**src/rtl/sonic_tx_arb_pkg.sv**
```systemverilog
// Shared types and constants for the PCIe TX-port arbiter.
package sonic_tx_arb_pkg;

    typedef enum logic [1:0] {
        ARB_IDLE,
        ARB_GRANT,
        ARB_BUSY
    } arb_state_t;

    localparam int unsigned MAX_CLIENTS     = 8;
    localparam int unsigned TX_W            = 128;
    localparam logic [15:0] TIMEOUT_CNT_MAX = 16'hFFFF;

endpackage

```
**src/rtl/sonic_rr_picker.sv**
```systemverilog
// Combinational round-robin picker: first set request after `last`, searching upward and wrapping.
module sonic_rr_picker #(
    parameter  int unsigned N = 3,
    localparam int unsigned W = $clog2(N)
) (
    input  logic [N-1:0] req,
    input  logic [W-1:0] last,
    output logic         valid,
    output logic [W-1:0] winner
);

    logic [W:0]   w_start;
    logic [N-1:0] w_rot;
    logic [W:0]   w_off;
    logic [W:0]   w_sum;

    always_comb begin
        w_start = {1'b0, last} + (W+1)'(1);
        // Doubling the vector turns the wrap-around rotate into a plain shift.
        w_rot   = N'({req, req} >> w_start);
        valid   = 1'b0;
        w_off   = '0;
        for (int k = N - 1; k >= 0; k--) begin
            if (w_rot[k]) begin
                valid = 1'b1;
                w_off = (W+1)'(k);
            end
        end
        w_sum = w_start + w_off;
        if (w_sum >= (W+1)'(N)) begin
            w_sum = w_sum - (W+1)'(N);
        end
        winner = w_sum[W-1:0];
    end

endmodule

```
**src/rtl/sonic_tx_sel_arbiter.sv**
```systemverilog
// Round-robin owner arbitration and TX-signal steering between the PCIe core and its TX clients.
module sonic_tx_sel_arbiter
    import sonic_tx_arb_pkg::*;
#(
    parameter int unsigned NUM_CLIENTS   = 3,
    parameter int unsigned GRANT_TIMEOUT = 64
) (
    input  logic                        clk_in,
    input  logic                        reset,
    input  logic [NUM_CLIENTS-1:0]      cl_ready,
    input  logic [NUM_CLIENTS-1:0]      cl_busy,
    output logic [NUM_CLIENTS-1:0]      cl_sel,
    output logic [NUM_CLIENTS-1:0]      cl_ready_others,
    input  logic [NUM_CLIENTS-1:0]      cl_req,
    input  logic [NUM_CLIENTS-1:0]      cl_dfr,
    input  logic [NUM_CLIENTS-1:0]      cl_dv,
    input  logic [NUM_CLIENTS-1:0]      cl_err,
    input  logic [NUM_CLIENTS*TX_W-1:0] cl_desc,
    input  logic [NUM_CLIENTS*TX_W-1:0] cl_data,
    output logic [NUM_CLIENTS-1:0]      cl_ack,
    output logic [NUM_CLIENTS-1:0]      cl_ws,
    output logic                        tx_req,
    output logic                        tx_dfr,
    output logic                        tx_dv,
    output logic                        tx_err,
    output logic [TX_W-1:0]             tx_desc,
    output logic [TX_W-1:0]             tx_data,
    input  logic                        tx_ack,
    input  logic                        tx_ws,
    output logic [15:0]                 timeout_cnt
);

    localparam int unsigned G_W    = $clog2(NUM_CLIENTS);
    localparam int unsigned WAIT_W = (GRANT_TIMEOUT > 1) ? $clog2(GRANT_TIMEOUT) : 1;
    localparam bit          TO_EN  = (GRANT_TIMEOUT != 0);
    localparam logic [WAIT_W-1:0] WAIT_LAST = TO_EN ? WAIT_W'(GRANT_TIMEOUT - 1) : '0;

    arb_state_t             r_state;
    logic [G_W-1:0]         r_g;
    logic [G_W-1:0]         r_last;
    logic [NUM_CLIENTS-1:0] r_sel;
    logic [WAIT_W-1:0]      r_wait;
    logic [15:0]            r_timeout_cnt;

    logic                   w_pick_valid;
    logic [G_W-1:0]         w_pick;
    logic                   w_active;
    logic [NUM_CLIENTS-1:0] w_own;

    sonic_rr_picker #(
        .N (NUM_CLIENTS)
    ) u_picker (
        .req    (cl_ready),
        .last   (r_last),
        .valid  (w_pick_valid),
        .winner (w_pick)
    );

    always_ff @(posedge clk_in) begin
        if (reset) begin
            r_state       <= ARB_IDLE;
            r_g           <= '0;
            r_last        <= G_W'(NUM_CLIENTS - 1);
            r_sel         <= '0;
            r_wait        <= '0;
            r_timeout_cnt <= '0;
        end else begin
            unique case (r_state)
                ARB_IDLE: begin
                    if (w_pick_valid) begin
                        r_state <= ARB_GRANT;
                        r_g     <= w_pick;
                        r_last  <= w_pick;
                        r_sel   <= NUM_CLIENTS'(1) << w_pick;
                        r_wait  <= '0;
                    end
                end
                ARB_GRANT: begin
                    // Busy wins over a simultaneous ready drop.
                    if (cl_busy[r_g]) begin
                        r_state <= ARB_BUSY;
                    end else if (!cl_ready[r_g]) begin
                        r_state <= ARB_IDLE;
                        r_sel   <= '0;
                    end else if (TO_EN && (r_wait == WAIT_LAST)) begin
                        r_state <= ARB_IDLE;
                        r_sel   <= '0;
                        if (r_timeout_cnt != TIMEOUT_CNT_MAX) begin
                            r_timeout_cnt <= r_timeout_cnt + 16'd1;
                        end
                    end else begin
                        r_wait <= r_wait + WAIT_W'(1);
                    end
                end
                ARB_BUSY: begin
                    if (!cl_busy[r_g]) begin
                        r_state <= ARB_IDLE;
                        r_sel   <= '0;
                    end
                end
                default: begin
                    r_state <= ARB_IDLE;
                    r_sel   <= '0;
                end
            endcase
        end
    end

    always_comb begin
        w_active = (r_state != ARB_IDLE);
        tx_req   = w_active & cl_req[r_g];
        tx_dfr   = w_active & cl_dfr[r_g];
        tx_dv    = w_active & cl_dv[r_g];
        tx_err   = w_active & cl_err[r_g];
        tx_desc  = w_active ? cl_desc[r_g*TX_W +: TX_W] : '0;
        tx_data  = w_active ? cl_data[r_g*TX_W +: TX_W] : '0;
    end

    // Non-owners see a permanent wait-state so they never believe the core accepted them.
    always_comb begin
        w_own           = '0;
        cl_ack          = '0;
        cl_ws           = '1;
        cl_ready_others = '0;
        for (int i = 0; i < NUM_CLIENTS; i++) begin
            w_own[i]           = w_active && (r_g == G_W'(i));
            cl_ack[i]          = w_own[i] & tx_ack;
            cl_ws[i]           = w_own[i] ? tx_ws : 1'b1;
            cl_ready_others[i] = |(cl_ready & ~(NUM_CLIENTS'(1) << i));
        end
    end

    assign cl_sel      = r_sel;
    assign timeout_cnt = r_timeout_cnt;

endmodule

```
**config.mk**
```make
export PLATFORM = sky130hd
export DESIGN_NAME = sonic_tx_sel_arbiter
export DESIGN_NICKNAME = d
export VERILOG_FILES = /design/src/rtl/sonic_tx_arb_pkg.sv /design/src/rtl/sonic_rr_picker.sv /design/src/rtl/sonic_tx_sel_arbiter.sv
export SDC_FILE = /design/constraint.sdc
export NUM_CORES = 1
export LEC_CHECK = 0
export ABC_AREA = 1
export ABC_CLOCK_PERIOD_IN_PS = 3300
export BUFFER_PORTS_ARGS = -buffer_cell sky130_fd_sc_hd__buf_2
export CAP_MARGIN = 0
export CORE_AREA = 2 2 414 416
export CTS_CLUSTER_DIAMETER = 60
export DETAILED_ROUTE_END_ITERATION = 10
export DIE_AREA = 0 0 416 418
export GPL_ROUTABILITY_DRIVEN = 1
export SYNTH_ARGS = -nofsm -noshare
export SYNTH_HDL_FRONTEND = slang
export SYNTH_SLANG_ARGS = --single-unit
```
**constraint.sdc**
```tcl
create_clock -name clk_in -period 3.3 [get_ports clk_in]
set_clock_uncertainty 0.2 [all_clocks]
set_input_delay 0.165 -clock clk_in [delete_from_list [all_inputs] [get_ports clk_in]]
set_output_delay 0.165 -clock clk_in [all_outputs]
set_load 0.02 [all_outputs]
```
* Yosys cells after proc, flatten, opt, wreduce, memory -nomap -nowiden *
Index checks and enable logic that the tools add are counted.
Widths: inputs -> output; s select.

operators by class
  reduce and logical (&&, ||, !) cells = 15
  add/sub/neg operators = 5
  eq/ne operators = 13
  muxes and demuxes = 41
  bitwise logic cells = 8
  order comparisons = 2
  shift operators = 4

operator list
  operator               number
  $shiftx 384x10->128    2
  $mux 128               2
  $mux 6                 4
  $mux 2                 9
  $add 16x1->16 const B  1
  $ne 16x16->1 const B   1
  $mux 3                 5
  $bmux 1 s2             6
  $mux 1                 12
  $pmux 6 s2             1
  $reduce_and 5->1       2
  $pmux 3 s3             1
  $ne 2x2->1 const B     4
  $and 1x1->1            7
  $add 6x1->6 const B    1
  $eq 6x6->1 const B     1
  $pmux 2 s3             1
  $reduce_or 2->1        3
  $shr 6x3->3            1
  $eq 2x1->1 const B     2
  $eq 2x2->1 const B     2
  $logic_not 2->1        2
  $ne 4x4->1 const B     1
  $reduce_and 4->1       1
  13 further kinds       16

word-level totals
  logic and storage cells = 94
  register bits = 31

* Longest topological paths before layout *
Gate-level depths: netlist of run 1.

  word-level depth = 11
  mapped depth = 20
  depth with buffers taken out = 18

* Hierarchy *
A second synthesis of run 1 with hierarchy kept.

unflattened totals
  cells, all modules = 1779
  area total of the unflattened synthesis = 8101.5 µm²

modules (own cells, without submodules)
  module                area each (µm²)  sequential area each (µm²)  times used  cells an instance
  sonic_tx_sel_arbiter  7921.3           600.6                       1           1747
  sonic_rr_picker       180.2            0.0                         1           32

* Worst setup path after synthesis of run 1 *
No wires, ideal clock.

  kind = register to register
  start point = register r_g[0]
  end point = register r_sel[2], in the netlist cl_sel[2]
  path slack = 0.434 ns
  stages on the path, launching flop included = 20
  required time = 2.985 ns
  arrival time = 2.551 ns
  period minus slack after synthesis = 2.866 ns
  cells stage by stage = dfxtp_1 buf_4 inv_2 buf_6 nand2_1 nand3_1 nand2_1 nand3_1 ha_1 inv_1 fa_1 ha_1 nor2_1 o21ai_0 o21ai_0 inv_1 nand2_1 nand3_1 nand2_1 nor2_1

on the way
  longest elaborated chain between the ends = 5
  elaborated cells on any way between the ends = 11
  classes of those cells = 3 x eq/ne; 7 x mux; 1 x reduce/logical

ends and longest elaborated chain
  what                          RTL line                    RTL
  from (decl)                   sonic_tx_sel_arbiter.sv:39  logic [G_W-1:0] r_g;
  from (signal assigned)        sonic_tx_sel_arbiter.sv:72  r_g <= w_pick;
  $bmux 1 s2                    sonic_tx_sel_arbiter.sv:82  end else if (!cl_ready[r_g]) begin
  $mux 1 (not written as such)  sonic_tx_sel_arbiter.sv:82
  $mux 3                        sonic_tx_sel_arbiter.sv:82
  $mux 3                        sonic_tx_sel_arbiter.sv:80  if (cl_busy[r_g]) begin
  $pmux 3 s3                    sonic_tx_sel_arbiter.sv:68  unique case (r_state)
  to (signal assigned)          sonic_tx_sel_arbiter.sv:74  r_sel <= NUM_CLIENTS'(1) << w_pick;
  to (decl)                     sonic_tx_sel_arbiter.sv:41  logic [NUM_CLIENTS-1:0] r_sel;

Parallel ways exist; a longest one is shown, timed or not. The select of a mux whose other input is x is not followed.
A chain may end at the register's enable or synchronous reset.

* Worst setup path in the final report of run 1 *
Same ends and word-level chain as after synthesis.

==> results.txt, run 1 <==
----------------------------------------------------
[GRT]
  Final global-route overflow total ... 0
  Grt met3 use ... 0.0756
  Met2 usage in global routing ... 0.230
  Number of global-route vias before repair ... 13,900
  Routing layer with the top usage in global route ... met2
  Met1 Resource Use GR ... 0.173
  Wire length of the first global-routing pass ... 159,000 µm
  Number of antenna violations at the first check in global routing ... 97
  GRT Util Overall ... 0.144
  Maximum number of pins on one net before global-route repair ... 109

[CTS]
  H-tree Lvls ... 2
  Buffers from clock root to sink, at most ... 2
  CTS sink count ... 30
  Number of buffers inserted by hold repair at cts ... 0
  Clock tree from TritonCTS ... done
  Post-CTS repair timing setup buffer count ... 0
  Clock buffers created by TritonCTS ... 5
  Latest clock arrival within the worst-skew pair ... 0.29 ns
  Cts repair resizes ... 0
  Clock slew at reported path FFs ... 0.05 ns
  Master cell of the clock root buffer ... sky130_fd_sc_hd__clkbuf_16

[Finish]
  Area delta synth->final ... 120%
  Share of post-route cells with drive strength above 1 ... 0.428
  Summed area of non-filler cells in the final layout ... 0.0168 mm²
  Number of nets in the layout ... 3,466
  Util after Layout ... 0.0996
  Non-filler instance count after layout ... 4,910

[Setup path]
  Type of the setup path with the least slack ... flop to flop
  Biggest fanout along the worst timing path ... 8
  Slowest stage delay, CP ... about 0.46 ns
  Critical Path End Type ... flop
  Worst path arrival time ... 3.03 ns
  Critical path required time ... roughly 3.3 ns
  Sequence of cells on the critical path ... inv_2 -> nand2_1 -> nand3_1 -> nand2_1 -> nand3_1 -> ha_1 -> inv_1 -> fa_1 -> ha_1 -> nor2_1 -> o21ai_0 -> o21ai_0 -> inv_1 -> nand2_1 -> nand3_1 -> nand2_1 -> nor2_1
  Startpoint Class ... flop
  Most used cell, CP ... sky130_fd_sc_hd__nand2_1
  Worst path slowest cell ... sky130_fd_sc_hd__fa_1

[Timing]
  Sum of negative setup slack ... 0 ns
  Crit path setup slack, layout ... between 0.2 and 0.3 ns
  Worst Max-Slew Pin Slew ... 0.864 ns
  Final Cycle Share ... 0.923
  Final-report hold violation count ... 0
  Final Max Slew Viols ... 0
  Worst max-slew margin expressed relative to the limit ... 0.424
  Final worst path period need ... around 3.0 ns
  Fmax achieved ... 0.328 GHz
  RSZ-0062 raised after global routing ... no
  Final setup violation count ... 0

[Synthesis]
  EDFF count, synth ... 0
  Commonest cells in the synthesized netlist ... sky130_fd_sc_hd__nand2_1 (893), sky130_fd_sc_hd__nand3_1 (213), sky130_fd_sc_hd__inv_1 (181)
  Sequential fraction of the synthesis area ... 0.0784
  Mapped Avg Cell Area ... 4.63 µm²
  Count of yosys warnings during synthesis ... 0
  Post-Syn Instances ... 1,654
  Netlist cell types ... 30
  Share of flip-flops with an asynchronous set or reset ... 0
  Most used flip-flop cell after synthesis ... sky130_fd_sc_hd__dfxtp_1
  Biggest area consumer among synthesized cells ... sky130_fd_sc_hd__nand2_1
  Post-synthesis cell area ... 0.00766 mm²
  Leading cell type by number of instances after synthesis ... sky130_fd_sc_hd__nand2_1
  Synth Net Count ... 2,449
  Main area contributors after synthesis ... sky130_fd_sc_hd__nand2_1 (44%), sky130_fd_sc_hd__nand3_1 (14%), sky130_fd_sc_hd__a22oi_1 (9.8%), sky130_fd_sc_hd__inv_1 (8.9%), sky130_fd_sc_hd__dfxtp_1 (7.8%)
  Register bit count reported by yosys ... 30
  Fraction of synthesized cell area taken by the top area cell type ... 0.438

[Floorplanning]
  Die height ... about 420 µm
  Die X-Extent ... 416 µm
  Number of primary I/O pins ... 1,078
  Die outline area ... 0.174 mm²
  Std-Cell Core Area ... ~0.17 mm²
  Number of cell rows ... 151
  Starting Density ... 0.0453

[Run status]
  Run status ... completed

[Worst hold path]
  Type of the most critical hold path ... input port to flop

[Placed design]
  Half-perimeter wire length after detailed placement ... 123,000 µm
  Global placer's final weighted congestion ... 0.975
  Number of placed instances with taps included ... 4,882
  Pre-CTS WS ... 0.177 ns
  Cell area after placement ... between 0.015 and 0.02 mm²
  Number of port buffers ... between 1,000 and 1,500

[Run]
  Max Cap Violations ... 0

[Route]
  Number of detailed-route iterations in the first pass ... 6
  Number of remaining DRC errors ... 0
  Routed via count divided by cell count ... 3.16
  Via count of the routed design ... 15,500
  1st-iter DRT viols ... 1,363
  Average wire per cell in the routed design ... 27.1 µm
  Routed wire length ... 133,000 µm
  Routed Antenna Nets ... 0

[Power and ir drop]
  Max IR drop VDD ... 0.283 mV
  Pwr/cell area ... 811 mW/mm²
  Static power due to leakage ... 9.50 nW

----------------------------------------------------
[cell usage in the layout, fill, tap and decap left out, types with 2 or more instances in the layout]
master | Yosys | final
sky130_fd_sc_hd__o21ai_0 | 10 | 10
sky130_fd_sc_hd__nor2_1 | 49 | 47
sky130_fd_sc_hd__a22oi_1 | 100 | 100
sky130_fd_sc_hd__buf_2 | 50 | 1025
sky130_fd_sc_hd__inv_1 | 181 | 179
sky130_fd_sc_hd__a21oi_1 | 19 | 19
sky130_fd_sc_hd__nor2_4 | 2 | 7
sky130_fd_sc_hd__nand3_1 | 213 | 213
sky130_fd_sc_hd__ha_1 | 4 | 4
sky130_fd_sc_hd__diode_2 | 0 | 20
sky130_fd_sc_hd__nor3_1 | 9 | 9
sky130_fd_sc_hd__nand2_1 | 893 | 893
sky130_fd_sc_hd__nand4_1 | 4 | 4
sky130_fd_sc_hd__nand2_2 | 2 | 2
sky130_fd_sc_hd__inv_6 | 0 | 2
sky130_fd_sc_hd__xor2_1 | 5 | 5
sky130_fd_sc_hd__clkbuf_16 | 0 | 5
sky130_fd_sc_hd__inv_2 | 4 | 4
sky130_fd_sc_hd__a31oi_1 | 8 | 8
sky130_fd_sc_hd__buf_12 | 0 | 68
sky130_fd_sc_hd__dfxtp_1 | 30 | 29
sky130_fd_sc_hd__nor3b_1 | 2 | 2
sky130_fd_sc_hd__buf_4 | 10 | 25
[state kept, by name, indices dropped and copies added, names as in the netlist]
name and count:
r_wait 6, r_g 2, r_state 2, cl_sel 3, r_last 1, timeout_cnt 16
[worst paths after layout]
path         startpoint              end  slack, ns  cells past startpoint
max reg2reg      r_g[0]        cl_sel[2]       0.25                     17
min               reset  timeout_cnt[13]       0.10                      2
max              r_g[0]        cl_sel[2]       0.25                     17
min reg2reg   cl_sel[2]        cl_sel[2]       0.29                      2
[cells by family after synthesis]
family | after synthesis | synth area share
adders and majority gates | 5 | 0.00915
xor gates and xnor gates | 6 | 0.00686
and+or+nand+nor | 1181 | 0.623
buffers and inverters | 294 | 0.158
AOI/OAI and AO/OA | 138 | 0.124
DFF | 30 | 0.0784
[worst max-delay path: cells and delay by family, from the launching register on]
family          cells  cell delay [ns]
compound gates      2             0.43
buf+inv             3             0.24
fa+ha+maj           3             0.86
flops               1             0.42
simple gates        9             0.78
[stage by stage]
step / hold WS [ns] / power (mW)
global route: 0.125 / 14.8
global placement: 0.289 / 13.7
CTS: 0.117 / 14.2
finish: 0.103 / 13.7
floorplan: 0.256 / 5.82
detailed placement: 0.278 / 13.7
[where the power goes]
| part | switching (mW) | leakage [nW] | internal [mW] |
|---|---|---|---|
| sequential | 0.0601 | 0.244 | 0.417 |
| clock | 0.179 | 0.0740 | 0.299 |
| combinational | 9.05 | 9.18 | 3.64 |
[per-layer routing]
layer,part of all wire,vias to the layer above
met2,0.45,989
met3,0.14,120
li1,-,7231
met5,0.0014,-
met1,0.39,7150
met4,0.017,28
[cell type report]
class                           instances  area, µm²
Antenna cell                           20       50.0
Clock buffer                            7        143
Clock inverter                          1       5.00
Fill cell                           20300     152000
Inverter                              186        708
Multi-Input combinational cell       1330       5870
Sequential cell                        30        602
Tap cell                             2218       2780
Timing Repair Buffer                 1118       6680
Power figures use the tool's default switching activity.
==> run 2, diff against run 1 <==
--- a/config.mk
+++ b/config.mk
@@ -6,13 +6,13 @@
 export NUM_CORES = 1
 export LEC_CHECK = 0
 export ABC_AREA = 1
-export ABC_CLOCK_PERIOD_IN_PS = 3300
+export ABC_CLOCK_PERIOD_IN_PS = 3600
 export BUFFER_PORTS_ARGS = -buffer_cell sky130_fd_sc_hd__buf_2
 export CAP_MARGIN = 0
-export CORE_AREA = 2 2 414 416
+export CORE_AREA = 2 2 426 428
 export CTS_CLUSTER_DIAMETER = 60
 export DETAILED_ROUTE_END_ITERATION = 10
-export DIE_AREA = 0 0 416 418
+export DIE_AREA = 0 0 428 430
 export GPL_ROUTABILITY_DRIVEN = 1
 export SYNTH_ARGS = -nofsm -noshare
 export SYNTH_HDL_FRONTEND = slang
==> constraint.sdc (replaced) <==
create_clock -name clk_in -period 3.6 [get_ports clk_in]
set_clock_uncertainty 0.2 [all_clocks]
set_input_delay 0.18 -clock clk_in [delete_from_list [all_inputs] [get_ports clk_in]]
set_output_delay 0.18 -clock clk_in [all_outputs]
set_load 0.02 [all_outputs]
==> run 2 against run 1 <==
Against the previous run: maximum frequency down 5.5%; register-to-register slack better by 0.12 ns; critical path depth unchanged; first-iteration DRC count up 2.1%; die area up 5.8%; cell area down 2.7%; combinational power down 13%; largest power group unchanged; highest routed layer unchanged.
==> results.txt, run 2 (synthesis gave the netlist of run 1 again) <==
----------------------------------------------------
[Setup path]
  Type of the setup path with the least slack ... flop to flop (unchanged)
  Sequence of cells on the critical path ... inv_2 -> nand2_1 -> nand3_1 -> nand2_1 -> nand3_1 -> ha_1 -> inv_1 -> fa_1 -> ha_1 -> nor2_1 -> o21ai_0 -> o21ai_0 -> inv_1 -> nand2_1 -> nand3_1 -> nand2_1 -> nor2_1 (unchanged)
  Critical Path End Type ... flop (unchanged)
  Biggest fanout along the worst timing path ... 11 (was 8)
  Worst path slowest cell ... sky130_fd_sc_hd__dfxtp_1 (was sky130_fd_sc_hd__fa_1)
  Critical path required time ... 3.57 ns (was 3.28 ns)
  Slowest stage delay, CP ... 0.50 ns (was 0.46 ns)
  Startpoint Class ... flop (unchanged)
  Most used cell, CP ... sky130_fd_sc_hd__nand2_1 (unchanged)
  Worst path arrival time ... 3.20 ns (was 3.03 ns)
  WP buf/inv ... 3 (unchanged)
  Largest delay share family, worst path ... adder cells (unchanged)

[Timing]
  Final setup violation count ... 0 (unchanged)
  Final Max Slew Viols ... 0 (unchanged)
  RSZ-0062 raised after global routing ... no (unchanged)
  Final worst path period need ... 3.23 ns (was 3.05 ns)
  Sum of negative setup slack ... 0 ns (unchanged)
  Fmax achieved ... 0.310 GHz (was 0.328 GHz)
  Worst Max-Slew Pin Slew ... 0.644 ns (was 0.864 ns)
  Worst max-slew margin expressed relative to the limit ... 0.570 (was 0.424)
  Final Cycle Share ... 0.896 (was 0.923)
  Final-report hold violation count ... 0 (unchanged)

[Power and ir drop]
  Static power due to leakage ... 9.31 nW (was 9.50 nW)
  Max IR drop VDD ... 0.446 mV (was 0.283 mV)
  Pwr/cell area ... 726 mW/mm² (was 811 mW/mm²)
  Total Power ... 11.9 mW (was 13.7 mW)

[Finish]
  Number of nets in the layout ... 3,459 (was 3,466)
  Summed area of non-filler cells in the final layout ... 0.0164 mm² (was 0.0168 mm²)
  Share of post-route cells with drive strength above 1 ... 0.426 (was 0.428)
  Max reg flops ... 16 (unchanged)
  Top library cells by usage in the layout, fill and taps aside ... sky130_fd_sc_hd__buf_2 (1,063), sky130_fd_sc_hd__nand2_1 (893), sky130_fd_sc_hd__nand3_1 (213) (was sky130_fd_sc_hd__buf_2 (1,025), sky130_fd_sc_hd__nand2_1 (893), sky130_fd_sc_hd__nand3_1 (213))
  Total of fill cells in the finished design ... 21,600 (was 20,300)
  Area delta synth->final ... 114% (was 120%)
  Most frequent standard cell in the layout excluding fill and tap cells ... sky130_fd_sc_hd__buf_2 (unchanged)

[Floorplanning]
  Die X-Extent ... 428 µm (was 416 µm)
  Starting Density ... 0.0426 (was 0.0453)
  Number of primary I/O pins ... 1,078 (unchanged)
  Die height ... 430 µm (was 418 µm)
  Std-Cell Core Area ... 0.180 mm² (was 0.169 mm²)
  Die outline area ... 0.184 mm² (was 0.174 mm²)
  Number of cell rows ... 156 (was 151)

[GRT]
  Maximum number of pins on one net before global-route repair ... 85 (was 109)
  Number of antenna violations at the first check in global routing ... 159 (was 97)
  Number of global-route vias before repair ... 14,200 (was 13,900)
  Final global-route overflow total ... 0 (unchanged)
  Wire length of the first global-routing pass ... 174,000 µm (was 159,000 µm)
  GRT Util Overall ... 0.149 (was 0.144)

[CTS]
  Clock buffers created by TritonCTS ... 5 (unchanged)
  Clock tree from TritonCTS ... done (unchanged)
  CTS sink count ... 30 (unchanged)
  Master cell of the clock root buffer ... sky130_fd_sc_hd__clkbuf_16 (unchanged)
  Number of buffers inserted by hold repair at cts ... 0 (unchanged)
  Latest clock arrival within the worst-skew pair ... 0.28 ns (was 0.29 ns)
  Clock slew at reported path FFs ... 0.05 ns (about the same)
  Post-CTS repair timing setup buffer count ... 0 (unchanged)
  Cts repair resizes ... 0 (unchanged)
  Buffers from clock root to sink, at most ... 2 (unchanged)
  H-tree Lvls ... 2 (unchanged)

[Route]
  Routed wire length ... 144,000 µm (was 133,000 µm)
  Number of detailed-route iterations in the first pass ... 5 (was 6)
  Number of remaining DRC errors ... 0 (unchanged)
  Average wire per cell in the routed design ... 28.4 µm (was 27.1 µm)
  Via count of the routed design ... 15,900 (was 15,500)
  1st-iter DRT viols ... 1,391 (was 1,363)
  Routed via count divided by cell count ... 3.13 (was 3.16)
  Routed Antenna Nets ... 0 (unchanged)

[Run]
  Max Cap Violations ... 0 (unchanged)

[Worst hold path]
  Type of the most critical hold path ... input port to flop (unchanged)

[Placed design]
  Cell area after placement ... 0.0161 mm² (was 0.0166 mm²)
  Global placer's final weighted congestion ... 1.02 (was 0.975)
  Half-perimeter wire length after detailed placement ... 134,000 µm (was 123,000 µm)
  Number of port buffers ... 1,077 (unchanged)

[Run status]
  Run status ... completed (unchanged)

----------------------------------------------------
-- run 2: power by group --
| group | switching [mW] | total [mW] | internal, mW |
|---|---|---|---|
| clock | 0.146 | 0.412 | 0.267 |
| sequential | 0.0558 | 0.437 | 0.381 |
| combinational | 8.34 | 11.0 | 2.70 |
| total | 8.54 | 11.9 | 3.35 |
-- run 2: area by class of cell --
type,count,area (µm²),area share
repair buffers,1111,5970,0.364
multi-input cells,1330,5870,0.359
well taps,2370,2970,0.181
inverters,186,713,0.0435
flip-flops and latches,30,601,0.0367
clock buffers,6,139,0.00848
diodes,49,123,0.00748
-- run 2: worst register-to-register path, stage by stage, from the launching register on --
cell	delay (ns)
sky130_fd_sc_hd__dfxtp_1	0.50
sky130_fd_sc_hd__inv_2	0.18
sky130_fd_sc_hd__nand2_1	0.13
sky130_fd_sc_hd__nand3_1	0.07
sky130_fd_sc_hd__nand2_1	0.12
sky130_fd_sc_hd__nand3_1	0.09
sky130_fd_sc_hd__ha_1	0.19
sky130_fd_sc_hd__inv_1	0.07
sky130_fd_sc_hd__fa_1	0.45
sky130_fd_sc_hd__ha_1	0.22
sky130_fd_sc_hd__nor2_1	0.13
sky130_fd_sc_hd__o21ai_0	0.12
sky130_fd_sc_hd__o21ai_0	0.29
sky130_fd_sc_hd__inv_1	0.10
sky130_fd_sc_hd__nand2_1	0.07
sky130_fd_sc_hd__nand3_1	0.07
sky130_fd_sc_hd__nand2_1	0.07
sky130_fd_sc_hd__nor2_1	0.05
-- run 2: metrics by stage --
step                utilization  worst slack, ns  instances  hold WS [ns]
finish                   0.0911            0.374       5082        0.0994
CTS                      0.0905            0.359       5033         0.102
floorplan                     -            0.734       1654         0.271
detailed placement       0.0897            0.372       5027         0.275
global route             0.0907            0.124       5051         0.122
global placement         0.0897            0.259       5027         0.293
-- run 2: layer usage --
metal / GRT usage / share of wire / vias to the layer above
met1: 0.167 / 0.37 / 7286
met3: 0.0779 / 0.13 / 276
li1: - / - / 7247
met4: 0.0248 / 0.024 / 52
met5: 0 / 0.0021 / -
met2: 0.254 / 0.47 / 1037
-- run 2: path summary, 6_finish.rpt --
kind	from	slack (ns)	end	cells after the start
worst max-delay path	r_g[0]	0.37	cl_sel[2]	17
worst min-delay path	reset	0.1	timeout_cnt[13]	2
worst max register to register	r_g[0]	0.37	cl_sel[2]	17
worst min register to register	cl_sel[1]	0.29	cl_sel[1]	2
